$ cat src/rtl/score_pkg.sv
// Shared types for the score decision stage: score width, score/margin types, FSM states.
package score_pkg;

  localparam int DW = 12;

  typedef logic signed [DW-1:0] score_t;
  typedef logic signed [DW:0]   margin_t;

  typedef enum logic {
    IDLE    = 1'b0,
    WAIT_C1 = 1'b1
  } state_t;

endpackage

$ cat src/rtl/hyst_filter.sv
// Run-length hysteresis on per-frame smoking decisions, driving a stable alarm level.
module hyst_filter #(
  parameter int ALARM_ON  = 3,
  parameter int ALARM_OFF = 2,
  parameter int CNT_W     = 4
) (
  input  logic clk,
  input  logic rst,
  input  logic strobe,
  input  logic smoking,
  output logic alarm
);

  localparam logic [CNT_W-1:0] ON_LVL  = CNT_W'(ALARM_ON);
  localparam logic [CNT_W-1:0] OFF_LVL = CNT_W'(ALARM_OFF);

  logic [CNT_W-1:0] smoke_run, clear_run;
  logic [CNT_W-1:0] smoke_nxt, clear_nxt;
  logic             alarm_nxt;

  // Saturating run counters and alarm set/clear decision for the incoming frame
  always_comb begin
    smoke_nxt = smoke_run;
    clear_nxt = clear_run;
    alarm_nxt = alarm;
    if (strobe) begin
      if (smoking) begin
        smoke_nxt = (smoke_run == '1) ? smoke_run : smoke_run + 1'b1;
        clear_nxt = '0;
      end else begin
        clear_nxt = (clear_run == '1) ? clear_run : clear_run + 1'b1;
        smoke_nxt = '0;
      end
      if (smoke_nxt >= ON_LVL) begin
        alarm_nxt = 1'b1;
      end else if (clear_nxt >= OFF_LVL) begin
        alarm_nxt = 1'b0;
      end
    end
  end

  // Counter and alarm state registers
  always_ff @(posedge clk or posedge rst) begin
    if (rst) begin
      smoke_run <= '0;
      clear_run <= '0;
      alarm     <= 1'b0;
    end else begin
      smoke_run <= smoke_nxt;
      clear_run <= clear_nxt;
      alarm     <= alarm_nxt;
    end
  end

endmodule

$ cat src/rtl/score_decision.sv
// Pairs class-0/class-1 score beats into frames, computes margin and smoking decision,
// and feeds the hysteresis filter that drives the alarm.
module score_decision #(
  parameter int DW        = score_pkg::DW,
  parameter int THRESH    = 0,
  parameter int ALARM_ON  = 3,
  parameter int ALARM_OFF = 2,
  parameter int CNT_W     = 4
) (
  input  logic                 clk,
  input  logic                 rst,
  input  logic                 valid_in,
  input  logic signed [DW-1:0] data_in,
  output logic                 decision_valid,
  output logic                 is_smoking,
  output logic signed [DW:0]   margin,
  output logic                 alarm,
  output logic [CNT_W-1:0]     frame_cnt,
  output logic                 seq_err
);

  import score_pkg::*;

  localparam logic signed [DW:0] THRESH_M = (DW+1)'(THRESH);

  state_t                state, state_nxt;
  logic signed [DW-1:0]  s0;
  logic signed [DW:0]    margin_nxt;
  logic                  frame_done;
  logic                  smoke_nxt;

  // Next state and frame-complete detection
  always_comb begin
    state_nxt  = state;
    frame_done = 1'b0;
    case (state)
      IDLE:    if (valid_in) state_nxt = WAIT_C1;
      WAIT_C1: begin
        state_nxt  = IDLE;
        frame_done = valid_in;
      end
      default: state_nxt = IDLE;
    endcase
  end

  // Margin is one bit wider than a score so class1 - class0 can never overflow
  always_comb begin
    margin_nxt = $signed({data_in[DW-1], data_in}) - $signed({s0[DW-1], s0});
    smoke_nxt  = (margin_nxt > THRESH_M);
  end

  // FSM state, class-0 latch, frame outputs and one-cycle pulses
  always_ff @(posedge clk or posedge rst) begin
    if (rst) begin
      state          <= IDLE;
      s0             <= '0;
      decision_valid <= 1'b0;
      is_smoking     <= 1'b0;
      margin         <= '0;
      frame_cnt      <= '0;
      seq_err        <= 1'b0;
    end else begin
      state          <= state_nxt;
      decision_valid <= 1'b0;
      seq_err        <= 1'b0;
      if (state == IDLE) begin
        if (valid_in) s0 <= data_in;
      end else if (frame_done) begin
        margin         <= margin_nxt;
        is_smoking     <= smoke_nxt;
        decision_valid <= 1'b1;
        frame_cnt      <= frame_cnt + 1'b1;
      end else begin
        seq_err <= 1'b1;
        s0      <= '0;
      end
    end
  end

  // Filter updates on the same edge that raises decision_valid, so alarm moves with it
  hyst_filter #(
    .ALARM_ON  (ALARM_ON),
    .ALARM_OFF (ALARM_OFF),
    .CNT_W     (CNT_W)
  ) u_hyst (
    .clk     (clk),
    .rst     (rst),
    .strobe  (frame_done),
    .smoking (smoke_nxt),
    .alarm   (alarm)
  );

endmodule

$ cat config.mk
export PLATFORM = sky130hd
export DESIGN_NAME = score_decision
export DESIGN_NICKNAME = d
export VERILOG_FILES = /design/src/rtl/score_pkg.sv /design/src/rtl/hyst_filter.sv /design/src/rtl/score_decision.sv
export SDC_FILE = /design/constraint.sdc
export NUM_CORES = 1
export LEC_CHECK = 0
export CORE_MARGIN = 2
export CORE_UTILIZATION = 50
export DETAILED_ROUTE_END_ITERATION = 12
export GPL_ROUTABILITY_DRIVEN = 0
export PLACE_DENSITY = 0.78
export SLEW_MARGIN = 20
export SYNTH_ARGS = -nofsm -noshare
export SYNTH_HDL_FRONTEND = slang
export SYNTH_SLANG_ARGS = --single-unit
$ cat constraint.sdc
create_clock -name clk -period 7.3 [get_ports clk]
set_clock_uncertainty 0.1 [all_clocks]
set_input_delay 0.73 -clock clk [delete_from_list [all_inputs] [get_ports clk]]
set_output_delay 0.73 -clock clk [all_outputs]
set_load 0.01 [all_outputs]
## After elaboration in Yosys (flattened, before gate mapping)

Index checks and enable logic that the tools add are counted.

| storage, ports and cells | value |
|---|---|
| output and inout port bits | 21 |
| register bits after elaboration | 42 |

| cells by class | value |
|---|---|
| add/sub/neg operators | 4 |
| mux-type cells | 18 |
| bitwise gates (word level) | 1 |
| $lt $le $gt $ge | 3 |
| reductions and logical operators | 5 |
| equality and inequality tests | 3 |

Operators by type and width:

| operator | count |
|---|---|
| 12-bit two-way mux | 3 |
| 4-bit two-way mux | 6 |
| 13-bit by 1-bit > comparator with 1-bit output, second input constant | 1 |
| 12-bit by 12-bit subtractor with 13-bit output | 1 |
| 4-bit by 1-bit adder with 4-bit output, second input constant | 3 |
| 4-bit == test, second input constant | 2 |
| 4-bit by 2-bit >= comparator with 1-bit output, second input constant | 2 |
| 1-bit two-way mux | 8 |
| 2-bit AND reduction | 3 |
| 2-bit nonzero test | 2 |
| 2-bit != test, second input constant | 1 |
| 1-bit one-hot mux with 2 select lines | 1 |
| 1-bit NOT | 1 |

## Depth between registers and ports, before layout

Gate-level depths: netlist of the first run.

| depth | value |
|---|---|
| depth in word-level cells | 7 |
| gate-level depth with buffers | 11 |
| gate-level depth less buffers | 11 |

## Modules after synthesis

Synthesis of the first run repeated with hierarchy kept, for this count alone.

| unflattened totals | value |
|---|---|
| cell total of the unflattened synthesis | 263 |
| area, all modules | 2522.4 um^2 |

By module, submodules not included:

| module | times used | cells each | area an instance (um^2) |
|---|---|---|---|
| score_decision | 1 | 205 | 2016.9 |
| hyst_filter | 1 | 58 | 505.5 |

## Worst setup path before layout of the first run

Ideal clock, no wire load.

| timing | value |
|---|---|
| kind | input-to-reg |
| start | input data_in[0] |
| end | register u_hyst.smoke_run[0] |
| library setup time | 0.127 ns |
| data arrival time | 3.106 ns |
| required time | 7.073 ns |
| path buffers | 0 |
| stages | 11 |
| slack | 3.966 ns |
| path through | inv_1 -> ha_1 -> fa_1 -> and2b_1 -> o2111ai_1 -> a311oi_1 -> o21ai_0 -> a2111oi_4 -> a31oi_4 -> a41oi_1 -> o21ai_0 |

| between the ends | value |
|---|---|
| word-level cells in the longest chain between the ends | 4 |

Ends and longest elaborated chain:

| what | line | source |
|---|---|---|
| start, declared | score_decision.sv:13 | `input logic signed [DW-1:0] data_in,` |
| 12-bit by 12-bit subtractor with 13-bit output | score_decision.sv:48 | `margin_nxt = $signed({data_in[DW-1], data_in}) - $signed({s0[DW-1], s0});` |
| 13-bit by 1-bit > comparator with 1-bit output | score_decision.sv:49 | `smoke_nxt = (margin_nxt > THRESH_M);` |
| 4-bit two-way mux | hyst_filter.sv:27 | `if (smoking) begin` |
| 4-bit two-way mux | hyst_filter.sv:26 | `if (strobe) begin` |
| end signal, assigned | hyst_filter.sv:49 | `smoke_run <= smoke_nxt;` |
| end, declared | hyst_filter.sv:17 | `logic [CNT_W-1:0] smoke_run, clear_run;` |

Every way passes these cells. The select of a mux whose other input is x is not followed.
A chain may end at the register's enable or synchronous reset.

## Worst setup path after layout of the first run

Ends and elaborated chain as after synthesis.

==> results of run 1 <==
[final timing paths]
check / startpoint / end / cells after the start
setup reg to reg: s0[0] / u_hyst.smoke_run[0] / 10
hold / removal: frame_cnt[3] / frame_cnt[3] / 1
min in group asynchronous: rst / margin[9] / 3
hold reg to reg: frame_cnt[3] / frame_cnt[3] / 1
max in group asynchronous: rst / s0[1] / 3
setup / recovery: data_in[0] / u_hyst.smoke_run[0] / 12
[per-layer routing]
layer,routed length (µm),up-vias
li1,-,905
met1,2290,894
met2,2120,43
met3,182,12
met4,121,0
met5,0,-
[cells by family after synthesis]
family / Yosys count / synth area share [%]
fa+ha+maj: 19 / 10.3
simple gates: 47 / 11.1
compound gates: 71 / 22.2
xor+xnor: 9 / 3.31
mux: 9 / 4.20
flops: 42 / 44.1
buf+inv: 31 / 4.88
[registers in the layout (all words and copies together) (netlist names)]
signal	cells
frame_cnt	4
u_hyst.alarm	1
s0	12
state	1
decision_valid	1
margin	13
u_hyst.smoke_run	4
is_smoking	1
seq_err	1
u_hyst.clear_run	4
[layout make-up]
| type | count | share of cell area (%) |
|---|---|---|
| Multi-Input combinational cell | 155 | 42.1 |
| Timing Repair Buffer | 37 | 12.6 |
| Clock buffer | 6 | 2.86 |
| Sequential cell | 42 | 36.4 |
| Tap cell | 54 | 2.34 |
| Clock inverter | 2 | 0.433 |
| Inverter | 25 | 3.25 |
[stage by stage]
step	utilization, %	power, mW	hold slack [ps]	area (µm²)
2_1_floorplan	-	0.569	373	2380
3_3_place_gp	60.0	0.707	363	2800
3_5_place_dp	60.0	0.718	365	2800
4_1_cts	62.0	0.878	377	2890
5_1_grt	62.0	0.935	417	2890
6_report	62.0	0.871	371	2890
[power by group]
group          internal [mW]  switching [mW]  leakage [nW]
logic                  0.190           0.169         0.699
registers              0.300          0.0553         0.519
clock network         0.0760          0.0818        0.0472
total                  0.565           0.306          1.26
[Yosys cell counts (all sizes together), types with 2 or more instances]
library cell  number  share of area, %
ha                18               9.4
o21bai             2              0.63
nand2              3              0.47
o21ai             12               2.5
a41oi              2              0.73
mux2               8               3.8
dfrtp             42                44
a31oi              5               1.9
clkbuf             5              0.79
xor2               2              0.73
o2111ai            2              0.73
nand4              4               1.0
and2               2              0.63
nand3              5               1.0
or3                2              0.73
a21o               5               1.6
inv               24               3.8
a22o              13               4.8
nor2b              2              0.52
a21oi             16               3.5
xnor2              7               2.6
nor3               6               1.5
o21a               5               1.6
nor2              15               2.4
[critical path: cells and delay by family]
family	cells	cell delay [ps]
buffers and inverters	2	510
AO/OA/AOI/OAI	7	1770
adder cells (fa/ha/maj)	2	610
AND/OR/NAND/NOR	1	250
==> impl_results.md, run 1 <==
- Power Dens Cells: 302 mW/mm²
- R2R Setup Slk: between 4000 and 5000 ps
- DR DRC count: 0
- CTS buffer count: 5
- Most frequent cells in the layout: dfrtp_1 (42), clkdlybuf4s50_1 (35), inv_1 (24)
- Crit path launch type: input pin
- Ant. Diodes: 0
- # hold bufs at CTS: 0
- Met3 Resource Use GR: 4.97%
- Synth Instances: between 200 and 250
- Worst slew pin tran: 828 ps
- Vias in the first global route: about 1,700
- LEAKAGE: around 1.3 nW
- Max Cap Viol: 0
- Seq/Total Area, Yosys: between 40 and 50%
- CP Max Fanout: 10
- Hpwl dp: 3400 µm
- Clock Latency Late Sink: 300 ps
- Gr ovfl total: 0
- # clock sinks: 42
- Period Utilization, post-route: 52.3%
- Cells along the critical path: clkdlybuf4s50_1, inv_1, ha_1, fa_1, and2b_1, o2111ai_1, a311oi_1, o21ai_0, a2111oi_4, a31oi_4, a41oi_1, o21ai_0
- Post_cts resized: 0
- Yosys warnings: 0
- Most used routing layer: met2
- Row count: 25
- Iter 0 DRT Violations: between 100 and 150
- Most common cell after layout, fill and taps aside: dfrtp_1
- Root Buffer: clkbuf_8
- FMAX: 262 MHz
- Crit-path slowest cell: clkdlybuf4s50_1
- Cell count after placement: 313
- Detailed Routing Iterations Pass 1: 4
- # fillers: 406
- Finished Layout Cells: 321
- Post-Route WL: 4710 µm
- Wire per inst: ~15 µm
- Initial Utilization: 51.2%
- Die height: about 73 µm
- Worst EP arrival: a little under 4000 ps
- Final Hold Viols: 0
- # setup viols final: 0
- Layout cells sized above 1: 10.1%
- Final setup TNS: 0 ps
- Unique masters post-synth: 51
- Initial antenna violation count: 0
- Final #Nets: 300
- Via density: 5.78
- Mapped Area: 0.00238 mm²
- Boundary Pins: 36
- Synth Register Bits: between 40 and 50
- Main synth FF type: dfrtp_1
- Reg area: 0.00105 mm²
- Async S/R FF share, synth: 100%
- Max-slew violation count: 0
- Critical Path RT: 7380 ps
- PnR worst setup slack: approximately 3500 ps
- Total core area: 0.00466 mm²
- Die width: 73.1 µm
- H-tree depth: 2
- Quantity of I/O buffers inserted on ports: 35
- CP max stage delay: around 470 ps
- Syn_area_per_cell: between 10 and 15 µm²
- Setup CP Type: input pin to register
- Min Tclk post-route: ~3800 ps
- Net count after synthesis: 262
- Area grow syn2layout: 21.2%
- Multi-input gate area: 0.00122 mm²
- Clock tree buffer depth: 2
- Grt met1 use: 26.9%
- Post-CTS setup buffer count: 0
- First-pass GRT wire length: 8130 µm
- RSZ-0062 raised after global routing: no
- Setup crit end kind: register
- Outcome: completed
- Tot GR Track Use: 19.9%
- CTS tree: yes
- Number of flops mapped to enable cells by yosys: 0
- Routed Antenna Nets: 0
- GR met2 Demand/Resource: 30.8%
- Most used cell, CP: o21ai_0
- Via count: 1,854
- Die ar.: 0.00534 mm²
- Dpl ws: 3160 ps
- Min-Delay Path Class: register to register
- VDD IR max: around 0.00019 V
- Rel. slew slack: between 40% and 50%
- Clock Pin Slew Worst Setup and Hold Paths: 80 ps
- Largest net degree at the start of global routing: 43
(Power assumes the default switching activity.)
==> run 2, diff against run 1 <==
CORE_UTILIZATION = 49   (was 50)
PLACE_DENSITY = 0.79   (was 0.78)
clock period = 3.2 ns   (was 7.3 ns; I/O delays follow)
==> run 2 against run 1 <==
Compared with the run above:
- first-iteration DRC count decreased by 25%
- clock-buffer cell count is 1 lower
- sequential share of layout area is 2.8 points lower
- global-route usage rose by 0.099 points
- critical path type is now register to register
- critical endpoint is now is_smoking
- largest power group unchanged
==> impl_results.md, run 2 (synthesis results as in run 1) <==
- Initial Utilization: 50.5%
- First-pass GRT wire length: 8480 µm
- DR DRC count: 0
- # hold bufs at CTS: 0
- Most frequent cells in the layout: dfrtp_1 (42), clkdlybuf4s50_1 (34), inv_1 (24)
- Clock Latency Late Sink: 300 ps
- VDD IR max: 0.000483 V
- Tot GR Track Use: about 20%
- Max-slew violation count: 0
- Die height: ~74 µm
- Post-layout power: 2.22 mW
- Layout cells sized above 1: between 10% and 20%
- Detailed Routing Iterations Pass 1: 4
- Gr ovfl total: 0
- Worst slew pin tran: approximately 530 ps
- Worst Hold Slack: 189 ps
- Via count: 1,898
- Initial antenna violation count: 0
- # setup viols final: 0
- Max FFs per register: 13
- FMAX: 330 MHz
- Final setup TNS: 0 ps
- Min Tclk post-route: 3030 ps
- Final #Nets: 319
- Wire per inst: around 14 µm
- Quantity of I/O buffers inserted on ports: 35
- Setup CP Type: register to register
- Boundary Pins: 36
- Setup crit end kind: register
- Root Buffer: clkbuf_8
- Power Dens Cells: 710 mW/mm²
- Vias in the first global route: 1,894
- Final Hold Viols: 0
- Min-Delay Path Class: input pin to register
- CTS buffer count: 5
- Most common cell after layout, fill and taps aside: dfrtp_1
- Die width: 73.8 µm
- Routed Antenna Nets: 0
- Period Utilization, post-route: between 90 and 100%
- Design Area, Final: 0.00313 mm²
- Outcome: completed
- Clock Pin Slew Worst Setup and Hold Paths: 90 ps
- CP Max Fanout: 8
- Cell count after placement: 342
- # clock sinks: 42
- Total core area: approximately 0.0047 mm²
- Critical Path RT: roughly 3300 ps
- Rel. slew slack: 64.8%
- Top reg by flops: margin
- Die ar.: 0.00544 mm²
- Largest net degree at the start of global routing: 43
- Row count: 25
- Post-DP Area: 0.00293 mm²
- H-tree depth: 2
- Crit path launch type: register
- LEAKAGE: 1.39 nW
- Max Cap Viol: 0
- Ant. Diodes: 0
- # fillers: 384
- Via density: 5.38
- Hpwl dp: 3580 µm
- Finished Layout Cells: between 300 and 400
- Clock tree buffer depth: 2
- Worst EP arrival: a little over 3000 ps
- Area grow syn2layout: 31.2%
- RSZ-0062 raised after global routing: no
- Largest registers: margin x13, s0 x12
- Iter 0 DRT Violations: 82
- CTS tree: yes
- Post-Route WL: slightly below 5000 µm
run 2: repair_timing:
item	CTS	global route
gates resized for setup	3	7
endpoints found under the setup margin	8	9
buffers inserted	0	3
pin swaps	1	7
gates cloned	0	0
run 2: report_power, final:
part	switching, mW	total (mW)	leakage, nW	internal (mW)
logic	0.410	0.905	0.801	0.495
clock network	0.195	0.508	0.0683	0.313
registers	0.125	0.809	0.519	0.683
total	0.731	2.22	1.39	1.49
run 2: path summary, 6_finish.rpt:
kind,from,endpoint,slack (ps),cells after the start
max,s0[0],is_smoking,170,10
max in group asynchronous,rst,margin[10],2280,3
min in group asynchronous,rst,s0[6],360,3
min,data_in[0],s0[0],190,2
min reg2reg,frame_cnt[3],frame_cnt[3],370,1
max reg2reg,s0[0],is_smoking,170,10
run 2: area by class of cell:
class	count	area, µm²	area share [%]
Timing Repair Buffer	56	510	16.3
Sequential cell	42	1050	33.6
Clock inverter	3	68.8	2.20
Multi-Input combinational cell	155	1250	40.0
Tap cell	67	83.8	2.68
Inverter	25	93.8	3.00
Clock buffer	5	68.8	2.20
run 2: per-layer routing:
metal | global-route usage [%] | wire (µm) | up-vias
met1 | 26.6 | 2300 | 906
met2 | 33.6 | 2360 | 44
met3 | 3.98 | 189 | 4
li1 | - | - | 944
met5 | 0 | 0 | -
met4 | 4.85 | 46 | 0
run 2: metrics by stage:
| stage | worst slack [ps] | utilization [%] |
|---|---|---|
| floorplan | 269 | - |
| global placement | -338 | 62.1 |
| detailed placement | -438 | 62.1 |
| CTS | 44.6 | 65.2 |
| global route | 36.2 | 66.3 |
| finish | 172 | 66.3 |
run 2: worst max-delay path: stages, from the launching register on:
cell and delay [ps]:
dfrtp_1 390, ha_2 200, fa_2 390, and2b_1 230
o2111ai_2 160, a311oi_2 350, o21ai_2 150, a2111oi_4 400
a31oi_4 180, and2_4 210, a21o_1 150
